**src/rtl/bus_endpoint_port.sv**
```systemverilog
// ---------------------------------------------------------------------------
// bus_endpoint_port
//
// Terminal-side endpoint for the bs_gnrtr_n_rbtr bus. The host loads packets
// into a transmit FIFO, and the bus pops them through a show-ahead source
// interface. The bus delivers packets with push/D_push into a receive FIFO,
// and the host drains that FIFO through a valid/ready port. The destination
// ID sits in the top byte of every packet.
//
// Optional feature macro: BUS_EP_ADDR_FILTER_EN
//   defined   - only packets addressed to id or broadcast are accepted
//   undefined - promiscuous: every push is a candidate for the RX FIFO
//
// Parameters:
//   pckg_sz   packet width in bits (>= 9)
//   depth     entries per FIFO (power of two, >= 2)
//   id        this terminal's 8-bit bus ID
//   broadcast destination ID every terminal accepts
//
// Ports:
//   clk        single clock, rising edge
//   reset      asynchronous active-low reset
//   tx_valid   host offers tx_data          tx_ready  TX FIFO not full
//   tx_data    packet to transmit
//   pndng      TX FIFO not empty            D_pop     TX head (0 when empty)
//   pop        bus consumes the TX head
//   push       bus delivers D_push          D_push    delivered packet
//   rx_valid   RX FIFO not empty            rx_data   RX head (0 when empty)
//   rx_ready   host consumes the RX head
//   drop_cnt   saturating count of deliveries lost to a full RX FIFO
// ---------------------------------------------------------------------------
module bus_endpoint_port #(
  parameter int         pckg_sz   = 16,
  parameter int         depth     = 8,
  parameter logic [7:0] id        = 8'd0,
  parameter logic [7:0] broadcast = 8'hFF
) (
  input  logic               clk,
  input  logic               reset,
  input  logic               tx_valid,
  input  logic [pckg_sz-1:0] tx_data,
  output logic               tx_ready,
  output logic               pndng,
  output logic [pckg_sz-1:0] D_pop,
  input  logic               pop,
  input  logic               push,
  input  logic [pckg_sz-1:0] D_push,
  output logic               rx_valid,
  output logic [pckg_sz-1:0] rx_data,
  input  logic               rx_ready,
  output logic [7:0]         drop_cnt
);

  localparam int              aw       = $clog2(depth);
  localparam logic [aw:0]     full_cnt = (aw+1)'(depth);

  // Transmit FIFO state
  logic [pckg_sz-1:0] tx_mem [depth];
  logic [aw-1:0]      tx_wp;
  logic [aw-1:0]      tx_rp;
  logic [aw:0]        tx_cnt;
  logic               tx_wr;
  logic               tx_rd;

  // Receive FIFO state
  logic [pckg_sz-1:0] rx_mem [depth];
  logic [aw-1:0]      rx_wp;
  logic [aw-1:0]      rx_rp;
  logic [aw:0]        rx_cnt;
  logic               rx_full;
  logic               rx_rd;
  logic               rx_acc;
  logic               rx_drop;

  logic [7:0]         dest;
  logic               addr_ok;

  // Status flags come only from registered counts, so no input reaches an
  // output combinationally. Heads are forced to 0 while a FIFO is empty.
  assign tx_ready = (tx_cnt != full_cnt);
  assign pndng    = (tx_cnt != '0);
  assign D_pop    = pndng ? tx_mem[tx_rp] : '0;

  assign rx_valid = (rx_cnt != '0);
  assign rx_full  = (rx_cnt == full_cnt);
  assign rx_data  = rx_valid ? rx_mem[rx_rp] : '0;

  assign tx_wr = tx_valid && tx_ready;
  assign tx_rd = pop && pndng;

  assign dest = D_push[pckg_sz-1:pckg_sz-8];

`ifdef BUS_EP_ADDR_FILTER_EN
  assign addr_ok = (dest == id) || (dest == broadcast);
`else
  // Promiscuous: the ID compare is folded away, every push passes.
  assign addr_ok = 1'b1 | (dest == id) | (dest == broadcast);
`endif

  // A host pop frees the slot in the same cycle, so a full RX FIFO can still
  // accept when the host is reading. Only a full FIFO with no read drops.
  assign rx_rd   = rx_valid && rx_ready;
  assign rx_acc  = push && addr_ok && (!rx_full || rx_rd);
  assign rx_drop = push && addr_ok && rx_full && !rx_ready;

  // TX pointers and count. A simultaneous write and pop leaves the count alone.
  always_ff @(posedge clk or negedge reset) begin
    if (!reset) begin
      tx_wp  <= '0;
      tx_rp  <= '0;
      tx_cnt <= '0;
    end else begin
      if (tx_wr) tx_wp <= tx_wp + 1'b1;
      if (tx_rd) tx_rp <= tx_rp + 1'b1;
      case ({tx_wr, tx_rd})
        2'b10:   tx_cnt <= tx_cnt + 1'b1;
        2'b01:   tx_cnt <= tx_cnt - 1'b1;
        default: tx_cnt <= tx_cnt;
      endcase
    end
  end

  // TX storage needs no reset: the head is masked while the FIFO is empty.
  always_ff @(posedge clk) begin
    if (tx_wr) tx_mem[tx_wp] <= tx_data;
  end

  // RX pointers, count and the saturating drop counter.
  always_ff @(posedge clk or negedge reset) begin
    if (!reset) begin
      rx_wp    <= '0;
      rx_rp    <= '0;
      rx_cnt   <= '0;
      drop_cnt <= '0;
    end else begin
      if (rx_acc) rx_wp <= rx_wp + 1'b1;
      if (rx_rd)  rx_rp <= rx_rp + 1'b1;
      case ({rx_acc, rx_rd})
        2'b10:   rx_cnt <= rx_cnt + 1'b1;
        2'b01:   rx_cnt <= rx_cnt - 1'b1;
        default: rx_cnt <= rx_cnt;
      endcase
      if (rx_drop && (drop_cnt != 8'hFF)) drop_cnt <= drop_cnt + 8'd1;
    end
  end

  // RX storage; when full with a concurrent read the write lands in the slot
  // being vacated, which is safe because both happen on the same edge.
  always_ff @(posedge clk) begin
    if (rx_acc) rx_mem[rx_wp] <= D_push;
  end

endmodule

```
**config.mk**
```make
export PLATFORM = sky130hd
export DESIGN_NAME = bus_endpoint_port
export DESIGN_NICKNAME = d
export VERILOG_FILES = /design/src/rtl/bus_endpoint_port.sv
export SDC_FILE = /design/constraint.sdc
export NUM_CORES = 1
export LEC_CHECK = 0
export BUFFER_PORTS_ARGS = -buffer_cell sky130_fd_sc_hd__buf_4
export CELL_PAD_IN_SITES_DETAIL_PLACEMENT = 1
export CELL_PAD_IN_SITES_GLOBAL_PLACEMENT = 1
export CORE_MARGIN = 3
export CORE_UTILIZATION = 48
export DETAILED_ROUTE_END_ITERATION = 16
export GPL_ROUTABILITY_DRIVEN = 0
export GPL_TIMING_DRIVEN = 0
export HOLD_SLACK_MARGIN = 0.12
export PLACE_DENSITY = 0.7
export SKIP_CTS_REPAIR_TIMING = 1
export SLEW_MARGIN = 20
export SYNTH_ARGS = -nofsm -noshare
export SYNTH_HDL_FRONTEND = slang
export SYNTH_SLANG_ARGS = --single-unit
```
**constraint.sdc**
```tcl
create_clock -name clk -period 4.3 [get_ports clk]
set_clock_uncertainty 0.05 [all_clocks]
set_input_delay 0.43 -clock clk [delete_from_list [all_inputs] [get_ports clk]]
set_output_delay 0.43 -clock clk [all_outputs]
set_load 0.02 [all_outputs]
```
==> results_dict.tcl <==
set metrics [dict create \
    status "finished clean" \
    placed_cell_area_um2 12700 \
    routedWlPerCell_um 23.0 \
    antenna_found_initial 0 \
    grt_max_degree 29 \
    grtUsageTotal_pct 19.5 \
    netlist.area_leader.share_pct 67.9 \
    syn_area_um2 11300 \
    syn_to_final_growth_pct 22.6 \
    synth_top_area_cell "edfxtp_1" \
    setup_tns_ns 0 \
    final_nets 789 \
    overflow 0 \
    placed_cells 988 \
    ys_ff_latch 284 \
    finalHoldViolCount 0 \
    dpl.hpwl_mm 16.8 \
    stdcell_count 1072 \
    synth_top_family_by_area "multiplexers" \
    crit_fanout 8 \
    critical_path_class "reg -> reg" \
    worst_pin_slew_ns 0.803 \
    p_per_area_nw_per_um2 689 \
    timing.critical_path.cells "nor4_4 > inv_2 > and2_1 > buf_2 > ha_1 > ha_1 > a21o_1 > a2111oi_0 > a41oi_1 > a311o_1" \
    postSynth.asyncResetShare_pct 9.86 \
    final_area_um2 13900 \
    holdWs_ns 0.166 \
    hp-class "in -> reg" \
    r2r_slack_ns 0.92 \
    final_antenna_net_count 0 \
    initial_core_util_pct 49.4 \
    slew_headroom_pct 46.2 \
    yosysWarnings 0 \
    startpoint_type "register" \
    cp_common_cell "ha_1" \
    fin_crit_sh_pct 78.5 \
    drt_iter0_drc 489 \
    cts_made_buffers 29 \
    crit_slowest_cell "nor4_4" \
    cp.arrival_ns 3.74 \
    clock-root-buffer "clkbuf_16" \
    tritoncts "done" \
    rsz0062_at_grt "false" \
    htree_levels 1 \
    ir_drop_mv 0.432 \
    num-fill-cells 2003 \
    dr_wl_met3_mm 1.00 \
    ys_types 40 \
    synth_simple_gate_area_share_pct 4.35 \
    wl_met2_mm 12.3 \
    drive_above_1_share_pct 33.1 \
    clkTransAtPathRegs_ns 0.06 \
    syn_nets 614 \
    io_buffer_count 80 \
    vias_per_cell 5.45 \
    synth-compound-area-share_pct 0.630 \
    first_global_vias 6306 \
    pre_cts_slack_ns 0.916 \
    drc 0 \
    grt_pass1_wl_mm 38.2 \
    synth_edf_count 256 \
    yosysMostFrequentCell "edfxtp_1" \
    multiInputGateArea_um2 2850 \
    diodes 0 \
    p_leak_uw 0.00493 \
    cts_sinks 284 \
    row_count 55 \
    final-setup-viol-count 0 \
    end_kind "register" \
    synthMuxAreaShare_pct 16.8 \
    fin_crit_ns 3.38 \
    die_area_um2 25500 \
    vias 5844 \
    required_ns 4.66 \
    die_h_um 160 \
    postSynthCellCount 564 \
    critPathMaxStageDelay_ns 0.65 \
    boundaryPins 81 \
    drtPass1Iterations 4 \
    synthAdderAreaFrac_pct 1.39 \
    top_layer "met4" \
    ff_latch_area_um2 8390 \
    setup_ws_ns 0.925 \
    wirelength_mm 24.7 \
    synth_common_cells "256 x edfxtp_1, 64 x mux4_2, 38 x nor2_1, 35 x mux2i_1, 28 x dfrtp_1" \
    clkLatencyLatePin_ns 0.53 \
    synth_xor_area_share_pct 1.31 \
    ys_seq_area_share_pct 74.0 \
    synth_area_per_cell_um2 20.1 \
    drv_cap 0 \
    die_w_um 160 \
    drt-met1-wl_mm 11.0 \
    fp.coreArea_um2 22900 \
    final-max-slew-violation-count 0 \
    synthFlopType "edfxtp_1" \
    yosys-top-cells-area "edfxtp_1 68%, mux4_2 13%, dfrtp_1 6.2%, mux2i_1 3.1%, nor2_1 1.3%" \
    timing.fmax_mhz 296 \
    clockBufferDepth 3 \
]
-- stage by stage --
stage / power [uW] / util, %
after CTS: 9690 / 59.2
after floorplan: 5950 / -
after detailed placement: 7320 / 55.4
after global placement: 7050 / 53.8
final: 9570 / 60.6
after global routing: 10100 / 60.6
-- worst max-delay path, delay by kind of cell, from the launching register on --
kind | cells | cell delay (ns)
simple gates | 2 | 0.82
buf+inv | 2 | 0.23
compound gates | 4 | 1.15
fa+ha+maj | 2 | 0.54
flops | 1 | 0.47
-- logic make-up (layout without fill, tap and decap cells) --
family	Yosys count	in the layout
buffers and inverters	37	232
AND/OR/NAND/NOR	96	96
multiplexers	108	108
adder cells (fa/ha/maj)	12	12
flip-flops	284	284
AO/OA/AOI/OAI	10	10
XOR/XNOR	17	17
-- path summary, 6_finish.rpt --
check | from | to | cells after the start
setup / recovery | tx_cnt[0]$_DFFE_PN0P_ | tx_cnt[3]$_DFFE_PN0P_ | 10
hold / removal | tx_valid | tx_wp[2]$_DFFE_PN0P_ | 3
setup reg to reg | tx_cnt[0]$_DFFE_PN0P_ | tx_cnt[3]$_DFFE_PN0P_ | 10
hold reg to reg | drop_cnt[0]$_DFFE_PN0P_ | drop_cnt[0]$_DFFE_PN0P_ | 1
min in group asynchronous | reset | drop_cnt[2]$_DFFE_PN0P_ | 2
max in group asynchronous | reset | rx_rp[2]$_DFFE_PN0P_ | 2
-- registers in the layout (all words and copies together), names as in the netlist --
register  flops
tx_mem      128
tx_cnt        4
rx_rp         3
rx_wp         3
tx_rp         3
drop_cnt      8
tx_wp         3
rx_mem      128
rx_cnt        4
-- routing by layer --
layer  global-route usage [%]  up-vias
met5                        0        -
met1                     27.8     3059
met4                     4.46        0
li1                         -     2620
met3                     3.16       34
met2                     32.3      131
-- power by group --
group          total, uW  switching (uW)  internal (uW)
logic               3530            1940           1590
registers           3710             217           3490
clock network       2330             988           1340
total               9570            3140           6430
-- cells in the final DEF (no fill, tap or decap), drive strengths merged, types with 9 or more instances in the layout --
master and n:
mux2 9, dfrtp 28, dlygate4sd3 33, buf 130, nor2 38, nor3 10
edfxtp 256, mux2i 35, nand2 16, ha 11, mux4 64, inv 9
clkbuf 43, xnor2 10, clkinv 14
-- area by class of cell --
class                   instances  area share, %
plain buffers                  28          0.973
inverters                       9          0.243
multi-input cells             243           20.5
clock buffers                  34           5.36
repair buffers                144           8.82
clock inverters                17          0.937
flip-flops and latches        284           60.4
well taps                     313           2.82
No activity file was read; power rests on OpenSTA's default activity.
